### config.mk
export PLATFORM = sky130hd
export DESIGN_NAME = friscv_apb_router
export DESIGN_NICKNAME = d
export VERILOG_FILES = /design/src/rtl/friscv_apb_router_pkg.sv /design/src/rtl/friscv_apb_router_decode.sv /design/src/rtl/friscv_apb_router.sv
export SDC_FILE = /design/constraint.sdc
export NUM_CORES = 1
export LEC_CHECK = 0
export ABC_AREA = 1
export CORE_MARGIN = 2
export CORE_UTILIZATION = 42
export CTS_CLUSTER_SIZE = 10
export DETAILED_ROUTE_END_ITERATION = 10
export PLACE_DENSITY = 0.78
export SLEW_MARGIN = 10
export SYNTH_ARGS = -nofsm -noshare
export SYNTH_HDL_FRONTEND = slang
export SYNTH_SLANG_ARGS = --single-unit
### constraint.sdc
create_clock -name aclk -period 1.9 [get_ports aclk]
set_input_delay 0.38 -clock aclk [delete_from_list [all_inputs] [get_ports aclk]]
set_output_delay 0.38 -clock aclk [all_outputs]
set_load 0.005 [all_outputs]
### src/rtl/friscv_apb_router_pkg.sv
// rtl/friscv_apb_router_pkg.sv - shared types and helpers for the APB router
package friscv_apb_router_pkg;

    typedef enum logic [1:0] {
        IDLE   = 2'd0,
        ACCESS = 2'd1,
        RESP   = 2'd2
    } apb_rt_state_t;

    // Width of a slave index; a single-slave router still needs one bit
    function automatic int idx_width(input int nb_slv);
        return (nb_slv > 1) ? $clog2(nb_slv) : 1;
    endfunction

endpackage

### src/rtl/friscv_apb_router_decode.sv
// rtl/friscv_apb_router_decode.sv - address to slave index decode, lowest index wins
module friscv_apb_router_decode
    import friscv_apb_router_pkg::*;
#(
    parameter int                      ADDRW    = 16,
    parameter int                      NB_SLV   = 4,
    parameter int                      IDXW     = idx_width(NB_SLV),
    parameter logic [NB_SLV*ADDRW-1:0] SLV_ADDR = '0,
    parameter logic [NB_SLV*ADDRW-1:0] SLV_SIZE = '0
)(
    input  logic [ADDRW-1:0] i_addr,
    output logic             o_hit,
    output logic [IDXW-1:0]  o_index
);

    logic [NB_SLV-1:0] w_hit;

    // Ranges are compared one bit wider so base+size never wraps to a small limit
    for (genvar i = 0; i < NB_SLV; i++) begin : g_range
        localparam logic [ADDRW:0] BASE  = {1'b0, SLV_ADDR[i*ADDRW +: ADDRW]};
        localparam logic [ADDRW:0] LIMIT = BASE + {1'b0, SLV_SIZE[i*ADDRW +: ADDRW]};
        assign w_hit[i] = ({1'b0, i_addr} >= BASE) && ({1'b0, i_addr} < LIMIT);
    end

    // Scan from the top down so the lowest matching index overrides the others
    always_comb begin
        o_hit   = 1'b0;
        o_index = '0;
        for (int i = NB_SLV - 1; i >= 0; i--) begin
            if (w_hit[i]) begin
                o_hit   = 1'b1;
                o_index = IDXW'(i);
            end
        end
    end

endmodule

### src/rtl/friscv_apb_router.sv
// rtl/friscv_apb_router.sv - APB-lite router, one master to NB_SLV slaves with decode error and timeout
module friscv_apb_router
    import friscv_apb_router_pkg::*;
#(
    parameter int                      ADDRW    = 16,
    parameter int                      XLEN     = 32,
    parameter int                      NB_SLV   = 4,
    parameter logic [NB_SLV*ADDRW-1:0] SLV_ADDR = {16'h0300, 16'h0200, 16'h0100, 16'h0000},
    parameter logic [NB_SLV*ADDRW-1:0] SLV_SIZE = {16'h0100, 16'h0100, 16'h0100, 16'h0100},
    parameter int                      TIMEOUT  = 255
)(
    input  logic                       aclk,
    input  logic                       aresetn,
    input  logic                       srst,
    input  logic                       mst_en,
    input  logic                       mst_wr,
    input  logic [ADDRW-1:0]           mst_addr,
    input  logic [XLEN-1:0]            mst_wdata,
    input  logic [XLEN/8-1:0]          mst_strb,
    output logic [XLEN-1:0]            mst_rdata,
    output logic                       mst_ready,
    output logic                       mst_err,
    output logic [NB_SLV-1:0]          slv_en,
    output logic [NB_SLV-1:0]          slv_wr,
    output logic [NB_SLV*ADDRW-1:0]    slv_addr,
    output logic [NB_SLV*XLEN-1:0]     slv_wdata,
    output logic [NB_SLV*XLEN/8-1:0]   slv_strb,
    input  logic [NB_SLV*XLEN-1:0]     slv_rdata,
    input  logic [NB_SLV-1:0]          slv_ready
);

    localparam int IDXW  = idx_width(NB_SLV);
    localparam int STRBW = XLEN / 8;
    localparam int TMRW  = (TIMEOUT > 1) ? $clog2(TIMEOUT + 1) : 1;
    localparam logic [TMRW-1:0] TMR_LAST = TMRW'((TIMEOUT > 0) ? TIMEOUT - 1 : 0);

    apb_rt_state_t    r_state;
    logic             r_rearm;
    logic [IDXW-1:0]  r_sel;
    logic [TMRW-1:0]  r_timer;
    logic             r_mst_ready;
    logic             r_mst_err;
    logic [XLEN-1:0]  r_mst_rdata;

    logic             w_hit;
    logic [IDXW-1:0]  w_idx;
    logic             w_accept;
    logic             w_start;
    logic             w_derr;
    logic             w_timeout;
    logic             w_sel_ready;
    logic [XLEN-1:0]  w_sel_rdata;
    logic             w_acc_done;

    friscv_apb_router_decode #(
        .ADDRW    (ADDRW),
        .NB_SLV   (NB_SLV),
        .IDXW     (IDXW),
        .SLV_ADDR (SLV_ADDR),
        .SLV_SIZE (SLV_SIZE)
    ) u_decode (
        .i_addr  (mst_addr),
        .o_hit   (w_hit),
        .o_index (w_idx)
    );

    // A request is only taken in IDLE once the re-arm cycle after a response has passed
    assign w_accept = (r_state == IDLE) && !r_rearm && mst_en;
    assign w_start  = w_accept && w_hit;
    assign w_derr   = w_accept && !w_hit;

    // Only the selected slave's ready and read data matter during an access
    always_comb begin
        w_sel_ready = 1'b0;
        w_sel_rdata = '0;
        for (int i = 0; i < NB_SLV; i++) begin
            if (r_sel == IDXW'(i)) begin
                w_sel_ready = slv_ready[i];
                w_sel_rdata = slv_rdata[i*XLEN +: XLEN];
            end
        end
    end

    if (TIMEOUT > 0) begin : g_tmo
        assign w_timeout = (r_timer == TMR_LAST);
    end else begin : g_no_tmo
        assign w_timeout = 1'b0;
    end

    // Slave ready takes priority over a timeout landing on the same cycle
    assign w_acc_done = (r_state == ACCESS) && (w_sel_ready || w_timeout);

    // Main FSM: request acceptance, access tracking, single-cycle response
    always_ff @(posedge aclk or negedge aresetn) begin
        if (!aresetn) begin
            r_state     <= IDLE;
            r_rearm     <= 1'b0;
            r_sel       <= '0;
            r_timer     <= '0;
            r_mst_ready <= 1'b0;
            r_mst_err   <= 1'b0;
            r_mst_rdata <= '0;
        end else if (srst) begin
            r_state     <= IDLE;
            r_rearm     <= 1'b0;
            r_sel       <= '0;
            r_timer     <= '0;
            r_mst_ready <= 1'b0;
            r_mst_err   <= 1'b0;
            r_mst_rdata <= '0;
        end else begin
            case (r_state)
                IDLE: begin
                    r_rearm <= 1'b0;
                    if (w_start) begin
                        r_state <= ACCESS;
                        r_sel   <= w_idx;
                        r_timer <= '0;
                    end else if (w_derr) begin
                        r_state     <= RESP;
                        r_mst_ready <= 1'b1;
                        r_mst_err   <= 1'b1;
                        r_mst_rdata <= '0;
                    end
                end
                ACCESS: begin
                    if (w_sel_ready) begin
                        r_state     <= RESP;
                        r_mst_ready <= 1'b1;
                        r_mst_err   <= 1'b0;
                        r_mst_rdata <= w_sel_rdata;
                    end else if (w_timeout) begin
                        r_state     <= RESP;
                        r_mst_ready <= 1'b1;
                        r_mst_err   <= 1'b1;
                        r_mst_rdata <= '0;
                    end else if (r_timer != {TMRW{1'b1}}) begin
                        r_timer <= r_timer + TMRW'(1);
                    end
                end
                RESP: begin
                    r_state     <= IDLE;
                    r_rearm     <= 1'b1;
                    r_mst_ready <= 1'b0;
                    r_mst_err   <= 1'b0;
                    r_mst_rdata <= '0;
                end
                default: begin
                    r_state <= IDLE;
                end
            endcase
        end
    end

    assign mst_ready = r_mst_ready;
    assign mst_err   = r_mst_err;
    assign mst_rdata = r_mst_rdata;

    for (genvar i = 0; i < NB_SLV; i++) begin : g_slv
        logic             r_en;
        logic             r_wr;
        logic [ADDRW-1:0] r_addr;
        logic [XLEN-1:0]  r_wdata;
        logic [STRBW-1:0] r_strb;

        // Per-slave request registers: loaded on acceptance, cleared when the access completes
        always_ff @(posedge aclk or negedge aresetn) begin
            if (!aresetn) begin
                r_en    <= 1'b0;
                r_wr    <= 1'b0;
                r_addr  <= '0;
                r_wdata <= '0;
                r_strb  <= '0;
            end else if (srst || w_acc_done) begin
                r_en    <= 1'b0;
                r_wr    <= 1'b0;
                r_addr  <= '0;
                r_wdata <= '0;
                r_strb  <= '0;
            end else if (w_start && (w_idx == IDXW'(i))) begin
                r_en    <= 1'b1;
                r_wr    <= mst_wr;
                r_addr  <= mst_addr;
                r_wdata <= mst_wdata;
                r_strb  <= mst_strb;
            end
        end

        assign slv_en[i]                   = r_en;
        assign slv_wr[i]                   = r_wr;
        assign slv_addr[i*ADDRW +: ADDRW]  = r_addr;
        assign slv_wdata[i*XLEN +: XLEN]   = r_wdata;
        assign slv_strb[i*STRBW +: STRBW]  = r_strb;
    end

endmodule

==> results of run 1 <==
area by class of cell:
cell class	count	area, µm²
multi-input cells	1022	5250
well taps	390	488
inverters	74	290
fillers	2379	10400
clock buffers	37	828
clock inverters	3	32.5
flip-flops and latches	263	6580
repair buffers	550	5920
worst max-delay path by stage:
stage | start | end | depth (start not counted)
floorplan | r_state[0] | g_slv[1].r_addr[0] | 11
global placement | mst_addr[10] | g_slv[1].r_wdata[21] | 8
detailed placement | mst_addr[10] | g_slv[1].r_addr[4] | 8
CTS | g_slv[2].r_wdata[2] | slv_wdata[66] | 1
global route | r_state[0] | g_slv[3].r_wdata[15] | 11
finish | r_state[0] | g_slv[3].r_wdata[15] | 11
per-stage QoR:
step           total power (W)  instance area [µm²]  utilization (%)  setup WS, ps  hold WS (ps)
6_report                0.0121                19400             65.1         -28.2           300
5_1_grt                 0.0125                19400             65.1         -78.0           328
4_1_cts                 0.0121                19000             63.6          1.27           295
3_5_place_dp           0.00684                18100             60.7          -402           301
3_3_place_gp           0.00682                18100             60.7          -314           296
2_1_floorplan          0.00603                12800                -          63.8          84.4
power groups by stage:
stage / logic [W] / registers (W) / clock network [W]
4_1_cts: 0.00112 / 0.00563 / 0.00538
3_5_place_dp: 0.00111 / 0.00573 / 0
5_1_grt: 0.00124 / 0.00563 / 0.00561
2_1_floorplan: 0.000304 / 0.00573 / 0
3_3_place_gp: 0.00110 / 0.00573 / 0
6_report: 0.00116 / 0.00563 / 0.00528
cells in the mapped netlist:
cell	instances	area share (%)
nand2_1	388	11
nand4_1	365	18
dfrtp_1	263	51
nor2_1	86	2.5
nand3_1	73	2.9
clkbuf_1	72	2.1
inv_1	70	2.1
o21ai_0	50	2.0
buf_4	46	2.7
buf_2	16	0.63
buf_1	15	0.44
a21boi_0	14	0.82
a21oi_1	10	0.39
ha_1	5	0.49
nand2_2	5	0.24
nand3_2	5	0.39
or2_2	5	0.24
buf_6	4	0.35
inv_2	4	0.12
nor2_2	3	0.15
nor3_1	3	0.12
a21oi_4	1	0.13
buf_8	1	0.12
nand2_4	1	0.088
nand2_8	1	0.16
nor2_4	1	0.088
nor4_1	1	0.049
o21bai_1	1	0.059
or2_1	1	0.049
xor2_1	1	0.068
state kept, by name (all words and copies together), names as in the netlist:
name and flops:
g_slv.r_addr 64, g_slv.r_en 4, g_slv.r_strb 16, g_slv.r_wdata 128, g_slv.r_wr 4, mst_err 1
mst_rdata 32, mst_ready 1, r_rearm 1, r_sel 2, r_state 2, r_timer 8
worst max-delay path: cells and delay by family (launching register included):
family | cells | cell delay, ps
adder cells (fa/ha/maj) | 1 | 150
buffers and inverters | 4 | 550
AND/OR/NAND/NOR | 6 | 710
flip-flops | 1 | 400
routing by layer:
layer / track usage [%] / vias up / part of all wire (%)
met4: 11.3 / 0 / 4.0
met5: 0 / - / 0
li1: - / 6131 / -
met3: 7.97 / 123 / 10
met1: 33.3 / 6351 / 38
met2: 46.4 / 625 / 48
cells by family (layout without fill, tap and decap cells):
logic type,after synthesis,count (layout)
XOR/XNOR,1,1
buffers and inverters,228,664
AND/OR/NAND/NOR,938,940
flip-flops,263,263
adder cells (fa/ha/maj),5,5
AO/OA/AOI/OAI,76,76
repair_timing:
action / in CTS / in global routing
hold buffers: 1 / 0
cloned: 0 / 9
resized for setup: 17 / 59
buffers inserted: 2 / 6
endpoints found under the setup margin: 82 / 273
pin swaps: 0 / 14
hold endpoints to repair: 34 / 0
==> flow_summary.json, run 1 <==
{
  "outcome": "complete, but fails checks",
  "violations": "setup timing",
  "worstPathCellList": "inv_2 > ha_4 > nand2_4 > nor2_4 > inv_2 > nor2_4 > buf_6 > nand3_4 > clkbuf_16 > nand4_1 > nand2_1",
  "ant_nets": 0,
  "synth_compound_area_share_pct": 3.35,
  "initial_core_util_pct": 43.0,
  "cp_max_fo": 12,
  "num_vias": 13200,
  "rsz0062_at_grt": "yes",
  "slew_headroom_pct": 72.6,
  "reg2reg_depth": 11,
  "slew_viol_final": 0,
  "switchingPower_w": 0.00286,
  "sw_frac_of_total_pct": 23.7,
  "synthAdderAreaFrac_pct": 0.489,
  "end_kind": "register",
  "finClkSkew_ps": 13.2,
  "critPathArrivalTime_ps": 2380,
  "via_per_inst": 5.66,
  "cts.reportedPaths.clkPinSlew_ps": 60,
  "syn_to_final_growth_pct": 51.5,
  "grt_usage_pct": 27.6,
  "dp.cells": 2281,
  "dp_hpwl_um": 32400,
  "ys_seq_elements": 263,
  "route.detailed.drc": 0,
  "synth_top_family_by_area": "simple AND/OR/NAND/NOR gates",
  "p_per_area_nw_per_um2": 622,
  "max_freq_mhz": 519,
  "yosysWarnings": 0,
  "wire_per_inst_um": 20.4,
  "wl_um": 47800,
  "netlist_instances": 1511,
  "grt_pass1_wl_um": 69400,
  "period_share_pct": 101,
  "cts-root-buf": "clkbuf_16",
  "power.share.clock_pct": 43.8,
  "fp.dieH_um": 179,
  "setup_tns_ps": -173,
  "fp-row-count": 63,
  "layout_commonest_cell": "clkdlybuf4s50_1",
  "reg2reg_from": "r_state[0]",
  "gp_congestion": 0.929,
  "setup_ws_ps": -28.2,
  "pin_count": 439,
  "seq_area_frac_synth_pct": 51.4,
  "r2r-end": "g_slv[3].r_wdata[15]",
  "clockBufferDepth": 3,
  "holdCritPathClass": "in2async",
  "diodes": 0,
  "core_um2": 29800,
  "synth_xor_area_share_pct": 0.0684,
  "crit_type": "reg2reg",
  "cts.sinks": 263,
  "critPathSlowestCell": "dfrtp_1",
  "vdd_ir_drop_max_mv": 0.583,
  "avgSynthCellArea_um2": 8.47,
  "intPower_w": 0.00921,
  "drive_above_1_share_pct": 9.95,
  "p_leak_nw": 9.88,
  "cts_tree": "yes",
  "final_cell_mix": "393 x clkdlybuf4s50_1, 385 x nand2_1, 365 x nand4_1",
  "grt_pass1_vias": 12600,
  "synth_mux_area_share_pct": 0,
  "seqPwrFrac_pct": 46.6,
  "htree_levels": 1,
  "maxCapViolCount": 0,
  "required_ps": 2360,
  "synth.distinct_cells": 30,
  "clk_latency_ps": 570,
  "drt_iter0_markers": 1108,
  "finalCriticalPeriod_ps": 1930,
  "fin_cells": 2339,
  "cp-start-kind": "register",
  "antenna_found_initial": 0,
  "final-hold-violation-count": 0,
  "synth_area_um2": 12800,
  "slowest_delay_ps": 400,
  "dieArea_um2": 31900,
  "first_pass_iters": 5,
  "worst_pin_slew_ps": 410,
  "finalSetupViolCount": 21,
  "synth-simple-area-share_pct": 36.2,
  "synth_nets": 1705,
  "grt_max_degree": 85,
  "die_w_um": 179,
  "numCtsBuffers": 31,
  "io_buffers": 438,
  "nNetsFinal": 2136,
  "power_frac_comb_pct": 9.6,
  "overflow": 0,
  "regToRegSetupSlack_ps": -30
}
Power figures use the tool's default switching activity.
==> run 2: changes to the inputs <==
--- a/config.mk
+++ b/config.mk
@@ -10,8 +10,9 @@
 export CORE_UTILIZATION = 42
 export CTS_CLUSTER_SIZE = 10
 export DETAILED_ROUTE_END_ITERATION = 10
-export PLACE_DENSITY = 0.78
-export SLEW_MARGIN = 10
+export PLACE_DENSITY = 0.75
+export RECOVER_POWER = 25
+export SLEW_MARGIN = 20
 export SYNTH_ARGS = -nofsm -noshare
 export SYNTH_HDL_FRONTEND = slang
 export SYNTH_SLANG_ARGS = --single-unit
==> flow_summary.json, run 2 (synthesis gave the netlist of run 1 again) <==
{
  "outcome": "complete, no violations",
  "vdd_ir_drop_max_mv": 0.643,
  "fp.dieH_um": 179,
  "cts_tree": "yes",
  "first_pass_iters": 7,
  "pin_count": 439,
  "initial_core_util_pct": 43.0,
  "p_leak_nw": 9.50,
  "slew_headroom_pct": 42.4,
  "drt_iter0_markers": 985,
  "crit_type": "reg2out",
  "core_um2": 29800,
  "io_buffers": 438,
  "drive_above_1_share_pct": 10.6,
  "maxCapViolCount": 0,
  "route.detailed.drc": 0,
  "setup_tns_ps": 0,
  "worstPathCellList": "clkdlybuf4s50_1",
  "cp_num_cells": 1,
  "largest_register_ffs": 128,
  "final_cell_mix": "419 x clkdlybuf4s50_1, 385 x nand2_1, 365 x nand4_1",
  "wl_um": 48000,
  "fp-row-count": 63,
  "numCtsBuffers": 31,
  "antenna_found_initial": 0,
  "grt_usage_pct": 28.2,
  "overflow": 0,
  "cp-start-kind": "register",
  "finClkSkew_ps": 13.2,
  "htree_levels": 1,
  "gp_congestion": 0.930,
  "dp_hpwl_um": 33100,
  "required_ps": 1520,
  "finalSetupViolCount": 0,
  "critPathArrivalTime_ps": 1490,
  "cts.sinks": 263,
  "die_w_um": 179,
  "detailedPlace.worstSlack_ps": -247,
  "grt_max_degree": 97,
  "grt_pass1_wl_um": 70500,
  "setup_ws_ps": 25.6,
  "end_kind": "output port",
  "max_freq_mhz": 534,
  "rsz0062_at_grt": "yes",
  "critPathSlowestCell": "clkdlybuf4s50_1",
  "diodes": 0,
  "clk_latency_ps": 560,
  "ant_nets": 0,
  "cts.reportedPaths.clkPinSlew_ps": 60,
  "critPathTopFamily": "buffers and inverters",
  "wire_per_inst_um": 20.4,
  "worst_pin_slew_ps": 864,
  "p_per_area_nw_per_um2": 625,
  "layout_commonest_cell": "clkdlybuf4s50_1",
  "dp.cells": 2299,
  "cp_max_fo": 2,
  "period_share_pct": 98.7,
  "via_per_inst": 5.65,
  "cts-root-buf": "clkbuf_16",
  "whs_ps": 465,
  "holdCritPathClass": "in2async",
  "slew_viol_final": 0,
  "largest-register": "g_slv.r_wdata",
  "num_vias": 13300,
  "final-hold-violation-count": 0,
  "grt_pass1_vias": 12600,
  "finalCriticalPeriod_ps": 1870,
  "clockBufferDepth": 3,
  "slowest_delay_ps": 550,
  "fin_cells": 2353,
  "nNetsFinal": 2149,
  "dieArea_um2": 31900,
  "reg2reg_depth": 10,
  "path_buf_inv": 1,
  "syn_to_final_growth_pct": 50.6
}
-- run 2: through the flow --
step,total power (W),utilization [%],area (µm²)
2_1_floorplan,0.00603,-,12800
3_3_place_gp,0.00685,60.9,18100
5_1_grt,0.0125,64.7,19300
6_report,0.0121,64.7,19300
3_5_place_dp,0.00686,60.9,18100
4_1_cts,0.0121,64.1,19100
-- run 2: cell type report --
type,count,area [µm²]
multi-input cells,1022,5260
clock buffers,37,818
fillers,2441,10500
clock inverters,4,35.0
flip-flops and latches,263,6580
well taps,390,488
inverters,74,290
repair buffers,563,5810
-- run 2: layer usage --
metal  vias up  track usage (%)  wire length (µm)
li1       6161                -                 -
met4         0             10.5              1690
met2       618             48.2             23200
met3       105             6.93              4390
met1      6409             34.4             18700
met5         -                0                 0
-- run 2: final timing paths --
kind | startpoint | endpoint | slack, ps
max | mst_rdata[24] | mst_rdata[24] | 30
min | aresetn | g_slv[3].r_addr[2] | 460
max reg2reg | r_state[0] | mst_rdata[11] | 70
min reg2reg | mst_rdata[12] | mst_rdata[12] | 480
max in group asynchronous | aresetn | g_slv[1].r_wdata[27] | 230
min in group aclk | mst_rdata[12] | mst_rdata[12] | 480
-- run 2: power breakdown --
part           total (W)  switching (W)  internal (W)
combinational    0.00119       0.000603      0.000588
clock            0.00523        0.00225       0.00299
sequential       0.00563      0.0000101       0.00562
total             0.0121        0.00286       0.00920
-- run 2: repair_timing --
item                                   CTS  global route
resized for setup                       15            34
pin swaps                                2             6
gates cloned                             1             5
endpoints found under the hold margin   34             0
setup endpoints to repair               72           264
hold buffers                             1             0
setup buffers                            5             2
